[src/rtl/rf_pkg.sv]
// Shared register-file write-back types: widths, zero register, buffered result entry.
// Pure declarations, no latency; no flow control lives here.
// Backpressure: not applicable.
package rf_pkg;
    localparam int REG_W = 5;
    localparam int DATA_W = 32;
    localparam logic [REG_W-1:0] REG_ZERO = '0;

    typedef struct packed {
        logic [REG_W-1:0]  a3;
        logic [DATA_W-1:0] wd;
        logic [DATA_W-1:0] pc;
    } wb_entry_t;
endpackage

[src/rtl/rf_wb_fifo.sv]
// Synchronous FIFO of write-back entries with full/empty/count status.
// Latency: an entry pushed at edge N is visible at the head after edge N; head is combinational.
// Backpressure: push is ignored while full, pop is ignored while empty.
module rf_wb_fifo
    import rf_pkg::*;
#(
    parameter int DEPTH = 2
) (
    input  logic                     clk,
    input  logic                     reset,
    input  logic                     push,
    input  wb_entry_t                push_entry,
    input  logic                     pop,
    output wb_entry_t                head,
    output logic                     full,
    output logic                     empty,
    output logic [$clog2(DEPTH):0]   count
);
    localparam int AW = $clog2(DEPTH);
    localparam int CW = AW + 1;

    wb_entry_t       mem [DEPTH];
    logic [AW-1:0]   wr_ptr;
    logic [AW-1:0]   rd_ptr;
    logic [CW-1:0]   cnt;
    logic            push_ok;
    logic            pop_ok;

    assign full    = (cnt == CW'(DEPTH));
    assign empty   = (cnt == '0);
    assign count   = cnt;
    assign head    = mem[rd_ptr];
    assign push_ok = push & ~full;
    assign pop_ok  = pop & ~empty;

    // Storage carries no reset; validity is tracked entirely by the count.
    always_ff @(posedge clk) begin
        if (push_ok) begin
            mem[wr_ptr] <= push_entry;
        end
    end

    always_ff @(posedge clk) begin
        if (reset) begin
            wr_ptr <= '0;
            rd_ptr <= '0;
            cnt    <= '0;
        end else begin
            if (push_ok) begin
                wr_ptr <= wr_ptr + AW'(1);
            end
            if (pop_ok) begin
                rd_ptr <= rd_ptr + AW'(1);
            end
            case ({push_ok, pop_ok})
                2'b10:   cnt <= cnt + CW'(1);
                2'b01:   cnt <= cnt - CW'(1);
                default: cnt <= cnt;
            endcase
        end
    end
endmodule

[src/rtl/rf_wb_sched.sv]
// Shares the GPR write port between the W stage (priority) and a long-latency unit; busy scoreboard.
// Latency: W-stage write 0 cycles; unit result accepted at edge N is written at edge N+1 earliest.
// Backpressure: lu_done_ready drops while the buffer is full; RF_WB_STARVE_GUARD_EN adds hold_req.
module rf_wb_sched
    import rf_pkg::*;
#(
    parameter int DEPTH        = 2,
    parameter int STARVE_LIMIT = 8
) (
    input  logic              clk,
    input  logic              reset,
    input  logic              pipe_we,
    input  logic [REG_W-1:0]  pipe_a3,
    input  logic [DATA_W-1:0] pipe_wd,
    input  logic [DATA_W-1:0] pipe_pc,
    input  logic              lu_issue,
    input  logic [REG_W-1:0]  lu_issue_a3,
    output logic              lu_issue_ready,
    input  logic              lu_done_valid,
    input  logic [REG_W-1:0]  lu_done_a3,
    input  logic [DATA_W-1:0] lu_done_wd,
    input  logic [DATA_W-1:0] lu_done_pc,
    output logic              lu_done_ready,
    input  logic [REG_W-1:0]  rd_a1,
    input  logic [REG_W-1:0]  rd_a2,
    output logic              stall,
    output logic              rf_we,
    output logic [REG_W-1:0]  rf_a3,
    output logic [DATA_W-1:0] rf_wd,
    output logic [DATA_W-1:0] rf_pc
`ifdef RF_WB_STARVE_GUARD_EN
    ,
    output logic              hold_req
`endif
);
    logic [31:0]            busy;
    logic [31:0]            busy_nxt;
    wb_entry_t              head;
    wb_entry_t              push_entry;
    logic                   full;
    logic                   empty;
    logic [$clog2(DEPTH):0] count;
    logic                   pipe_win;
    logic                   push;
    logic                   pop;
    logic                   issue_fire;
    logic                   unused_count;

    assign unused_count = ^count;

    assign pipe_win   = pipe_we & (pipe_a3 != REG_ZERO);
    assign pop        = ~reset & ~pipe_win & ~empty;
    assign push       = lu_done_valid & lu_done_ready & (lu_done_a3 != REG_ZERO);
    assign push_entry = '{a3: lu_done_a3, wd: lu_done_wd, pc: lu_done_pc};

    assign lu_done_ready  = ~full;
    assign lu_issue_ready = ~busy[lu_issue_a3];
    assign issue_fire     = lu_issue & lu_issue_ready & (lu_issue_a3 != REG_ZERO);
    assign stall          = busy[rd_a1] | busy[rd_a2];

    rf_wb_fifo #(
        .DEPTH(DEPTH)
    ) u_fifo (
        .clk        (clk),
        .reset      (reset),
        .push       (push),
        .push_entry (push_entry),
        .pop        (pop),
        .head       (head),
        .full       (full),
        .empty      (empty),
        .count      (count)
    );

    // Outputs are gated during reset so the register file never sees a write while state is cleared.
    always_comb begin
        rf_we = 1'b0;
        rf_a3 = '0;
        rf_wd = '0;
        rf_pc = '0;
        if (!reset) begin
            if (pipe_win) begin
                rf_we = 1'b1;
                rf_a3 = pipe_a3;
                rf_wd = pipe_wd;
                rf_pc = pipe_pc;
            end else if (!empty) begin
                rf_we = 1'b1;
                rf_a3 = head.a3;
                rf_wd = head.wd;
                rf_pc = head.pc;
            end
        end
    end

    // Set and clear never collide: issue to a busy register is refused.
    always_comb begin
        busy_nxt = busy;
        if (pop) begin
            busy_nxt[head.a3] = 1'b0;
        end
        if (issue_fire) begin
            busy_nxt[lu_issue_a3] = 1'b1;
        end
        busy_nxt[0] = 1'b0;
    end

    always_ff @(posedge clk) begin
        if (reset) begin
            busy <= '0;
        end else begin
            busy <= busy_nxt;
        end
    end

`ifdef RF_WB_STARVE_GUARD_EN
    localparam int SW = $clog2(STARVE_LIMIT + 1);
    logic [SW-1:0] starve_cnt;
    logic          blocked;

    assign blocked  = pipe_win & ~empty & ~reset;
    // Pulses on the blocked cycle that brings the run length to the limit.
    assign hold_req = blocked & (starve_cnt == SW'(STARVE_LIMIT - 1));

    always_ff @(posedge clk) begin
        if (reset) begin
            starve_cnt <= '0;
        end else if (hold_req || !blocked) begin
            starve_cnt <= '0;
        end else begin
            starve_cnt <= starve_cnt + SW'(1);
        end
    end
`endif
endmodule

[config.mk]
export PLATFORM = sky130hd
export DESIGN_NAME = rf_wb_sched
export DESIGN_NICKNAME = d
export VERILOG_FILES = /design/src/rtl/rf_pkg.sv /design/src/rtl/rf_wb_fifo.sv /design/src/rtl/rf_wb_sched.sv
export SDC_FILE = /design/constraint.sdc
export NUM_CORES = 1
export LEC_CHECK = 0
export BUFFER_PORTS_ARGS = -buffer_cell sky130_fd_sc_hd__buf_2
export CAP_MARGIN = 20
export CELL_PAD_IN_SITES_DETAIL_PLACEMENT = 1
export CELL_PAD_IN_SITES_GLOBAL_PLACEMENT = 1
export CORE_MARGIN = 3
export CORE_UTILIZATION = 44
export DETAILED_ROUTE_END_ITERATION = 7
export PLACE_DENSITY_LB_ADDON = 0.1
export SYNTH_ARGS = -nofsm -noshare
export SYNTH_HDL_FRONTEND = slang
export SYNTH_SLANG_ARGS = --single-unit
[constraint.sdc]
create_clock -name clk -period 9.22 [get_ports clk]
set_clock_uncertainty 0.05 [all_clocks]
set_input_delay 1.383 -clock clk [delete_from_list [all_inputs] [get_ports clk]]
set_output_delay 1.383 -clock clk [all_outputs]
set_load 0.01 [all_outputs]
==> flow_metrics.env <==
export IMPL_critPathLaunchType="input pin"
export IMPL_start_util_pct=45.0
export IMPL_cap_violations=0
export IMPL_critPathCaptureType="output pin"
export IMPL_cts_max_level=4
export IMPL_cts_tree="done"
export IMPL_cts_clk_slew_worst_paths_ps=70
export IMPL_cts_setup_buffers=0
export IMPL_synth_top_area_share_pct=50.9
export IMPL_core_area_sq_mm=0.0181
export IMPL_power_density_mw_per_mm2=205
export IMPL_critPathBufInv=3
export IMPL_cts_resized=0
export IMPL_yosys_register_bits=174
export IMPL_antenna_found_initial=4
export IMPL_ios=231
export IMPL_detail_route_wl_per_cell_microns=21.3
export IMPL_irDropWorstVdd_v=0.000148
export IMPL_syn_num_nets=796
export IMPL_cp_data_arrival_time_ps=4380
export IMPL_path_max_fanout=99
export IMPL_crit_path_max_incr_delay_ps=820
export IMPL_area_growth_pct=23.5
export IMPL_critPathKind="input pin to output pin"
export IMPL_grt_pass1_wl_mm=35.8
export IMPL_insertion_delay_ps=430
export IMPL_synthArstFlopShare_pct=0
export IMPL_vias_per_cell=5.73
export IMPL_synth_cells=637
export IMPL_die_w_microns=142
export IMPL_worstMarginPinSlew_ps=970
export IMPL_wl_mm=23.2
export IMPL_port_buffers=230
export IMPL_synthTopCellsByArea="edfxtp_1 (51%), mux2i_1 (9.7%), dfxtp_1 (8.9%)"
export IMPL_grt_overflow=0
export IMPL_worstHoldPathType="register to register"
export IMPL_crit_top_cell="buf_2"
export IMPL_grt_max_degree=100
export IMPL_gp_congestion=0.889
export IMPL_cp_top_family="buffers and inverters"
export IMPL_cp_required_ps=7790
export IMPL_fp_dieArea_sq_mm=0.0202
export IMPL_setup_violations=0
export IMPL_drtIter0Drc=291
export IMPL_first_global_vias=6582
export IMPL_crit_slowest_cell="buf_4"
export IMPL_slew_violations=0
export IMPL_track_usage_pct=22.9
export IMPL_cts_root_buffer="clkbuf_16"
export IMPL_synth_distinct_cells=46
export IMPL_ys_warn_count=0
export IMPL_nNetsFinal=1006
export IMPL_final_layout_size_suffix_gt1_share_pct=34.8
export IMPL_synth_most_common_cell="edfxtp_1"
export IMPL_status="completed"
export IMPL_setup_tns_ps=0
export IMPL_cts_buffers=17
export IMPL_placementRows=49
export IMPL_fmax_mhz=172
export IMPL_hpwl_mm=16.9
export IMPL_cts_hold_buffers=0
export IMPL_drtPass1Iterations=4
export IMPL_netlist_area_sq_mm=0.00814
export IMPL_layout_worst_path_cycle_share_pct=63.0
export IMPL_ys_seq_area_share_pct=59.8
export IMPL_nFillCells=1941
export IMPL_fin_crit_ps=5810
export IMPL_yosys_top_cells_count="edfxtp_1 (138), mux2i_1 (79), nor2_1 (78), a211oi_1 (62), dfxtp_1 (36)"
export IMPL_path_cells="buf_2 > or4_1 > o21ai_4 > buf_4 > nor2_1 > a211oi_1 > buf_2"
export IMPL_num_vias=6248
export IMPL_fin_util_pct=55.6
export IMPL_cts_sinks=174
export IMPL_fp_dieH_microns=142
export IMPL_synthFlopType="edfxtp_1"
export IMPL_antenna_left=0
export IMPL_p_leak_uw=0.00375
export IMPL_avgSynthCellArea_sq_um=12.8
export IMPL_slew_headroom_pct=35.2
export IMPL_hold_violations=0
export IMPL_rsz0062_at_grt="no"
export IMPL_synth_edff_count=138
export IMPL_route_detailed_drc=0
export IMPL_clockBufferDepth=2
export IMPL_synth_top_cell_by_area="edfxtp_1"
worst register-to-register path, delay by kind of cell (launching register included):
family                 cells  cell delay (ps)
AND/OR/NAND/NOR            2              960
multiplexers               1              480
buffers and inverters      1              700
AO/OA/AOI/OAI              2              290
flip-flops                 1              710
power by group:
part	switching, uW	total (uW)	internal, uW	leakage (uW)
Sequential	36.2	977	941	0.00158
Clock	331	690	359	0.000278
Combinational	246	390	144	0.00189
Total	614	2060	1440	0.00375
layout by cell type (no fill, tap or decap), types with 2 or more instances in the layout:
cell type	instances
xor2_1	2
nor2b_1	5
mux2i_1	79
mux4_2	16
edfxtp_1	138
clkinv_4	2
clkbuf_16	17
mux2_2	3
nand3b_1	6
or3_1	2
a21oi_1	6
nor2_4	2
xnor2_1	2
nor3_1	6
o21ai_1	16
buf_4	4
o22ai_1	2
o32ai_1	2
o211ai_1	24
inv_1	8
nand4_1	4
or2_2	4
buf_2	230
inv_6	6
a211oi_1	62
nand3_1	9
o21ai_0	24
or4_1	2
o311ai_0	8
nor2_1	76
nand2_1	22
mux4_1	3
or3b_2	3
dfxtp_1	35
inv_8	4
nand2b_1	3
or2_1	3
path summary, 6_finish.rpt:
path	cells past startpoint	slack, ps	endpoint	start
worst max register to register	6	5910	busy[26]$_SDFF_PP0_	register
worst max-delay path	7	3410	rf_wd[26]	pipe_a3[3]
worst min register to register	2	470	register	u_fifo.rd_ptr$_SDFFE_PP0N_
worst min-delay path	2	470	register	u_fifo.rd_ptr$_SDFFE_PP0N_
cell families (layout without fill, tap and decap cells):
logic type / after synthesis / count (layout) / share of synthesized area (%)
DFF: 174 / 174 / 59.8
buffers and inverters: 52 / 275 / 2.58
and+or+nand+nor: 151 / 151 / 8.56
adders and majority gates: 1 / 1 / 0.154
muxes: 101 / 101 / 15.5
xor gates and xnor gates: 4 / 4 / 0.431
AOI/OAI and AO/OA: 154 / 154 / 13.0
other: 0 / 1 / 0
per-layer routing:
metal / up-vias / part of all wire [%] / wire, microns / track usage (%)
met4: 6 / 1.2 / 280 / 5.61
met1: 3084 / 42 / 9730 / 28.8
li1: 2919 / - / - / -
met2: 206 / 51 / 11900 / 40.0
met5: - / 0.15 / 35 / 0
met3: 33 / 5.4 / 1250 / 5.54
state kept, by name (all words and copies together), names as in the netlist, named ones only:
signal and flops:
busy 31, u_fifo.count 2, u_fifo.mem 138, u_fifo.rd_ptr 1
u_fifo.wr_ptr 1
area by class of cell:
type / count / area [sq um] / share of cell area (%)
sequential: 174 / 4870 / 48.4
multi-input combinational: 411 / 3090 / 30.8
tap: 229 / 287 / 2.85
clock buffer: 17 / 425 / 4.23
inverter: 8 / 30.0 / 0.299
timing repair buffer: 235 / 1200 / 12.0
clock inverter: 15 / 143 / 1.42
antenna: 1 / 2.50 / 0.0249
stage by stage:
step / instance area [sq um] / hold slack (ps) / std cells / setup WS, ps / power, uW
3_3_place_gp: 9460 / 433 / 1056 / 3540 / 1360
6_report: 10000 / 474 / 1090 / 3410 / 2060
3_5_place_dp: 9480 / 450 / 1057 / 3480 / 1380
2_1_floorplan: 8140 / 422 / 637 / 4140 / 1220
5_1_grt: 10000 / 508 / 1090 / 3230 / 2150
4_1_cts: 10000 / 482 / 1089 / 3490 / 2080
No activity file was read; power rests on OpenSTA's default activity.
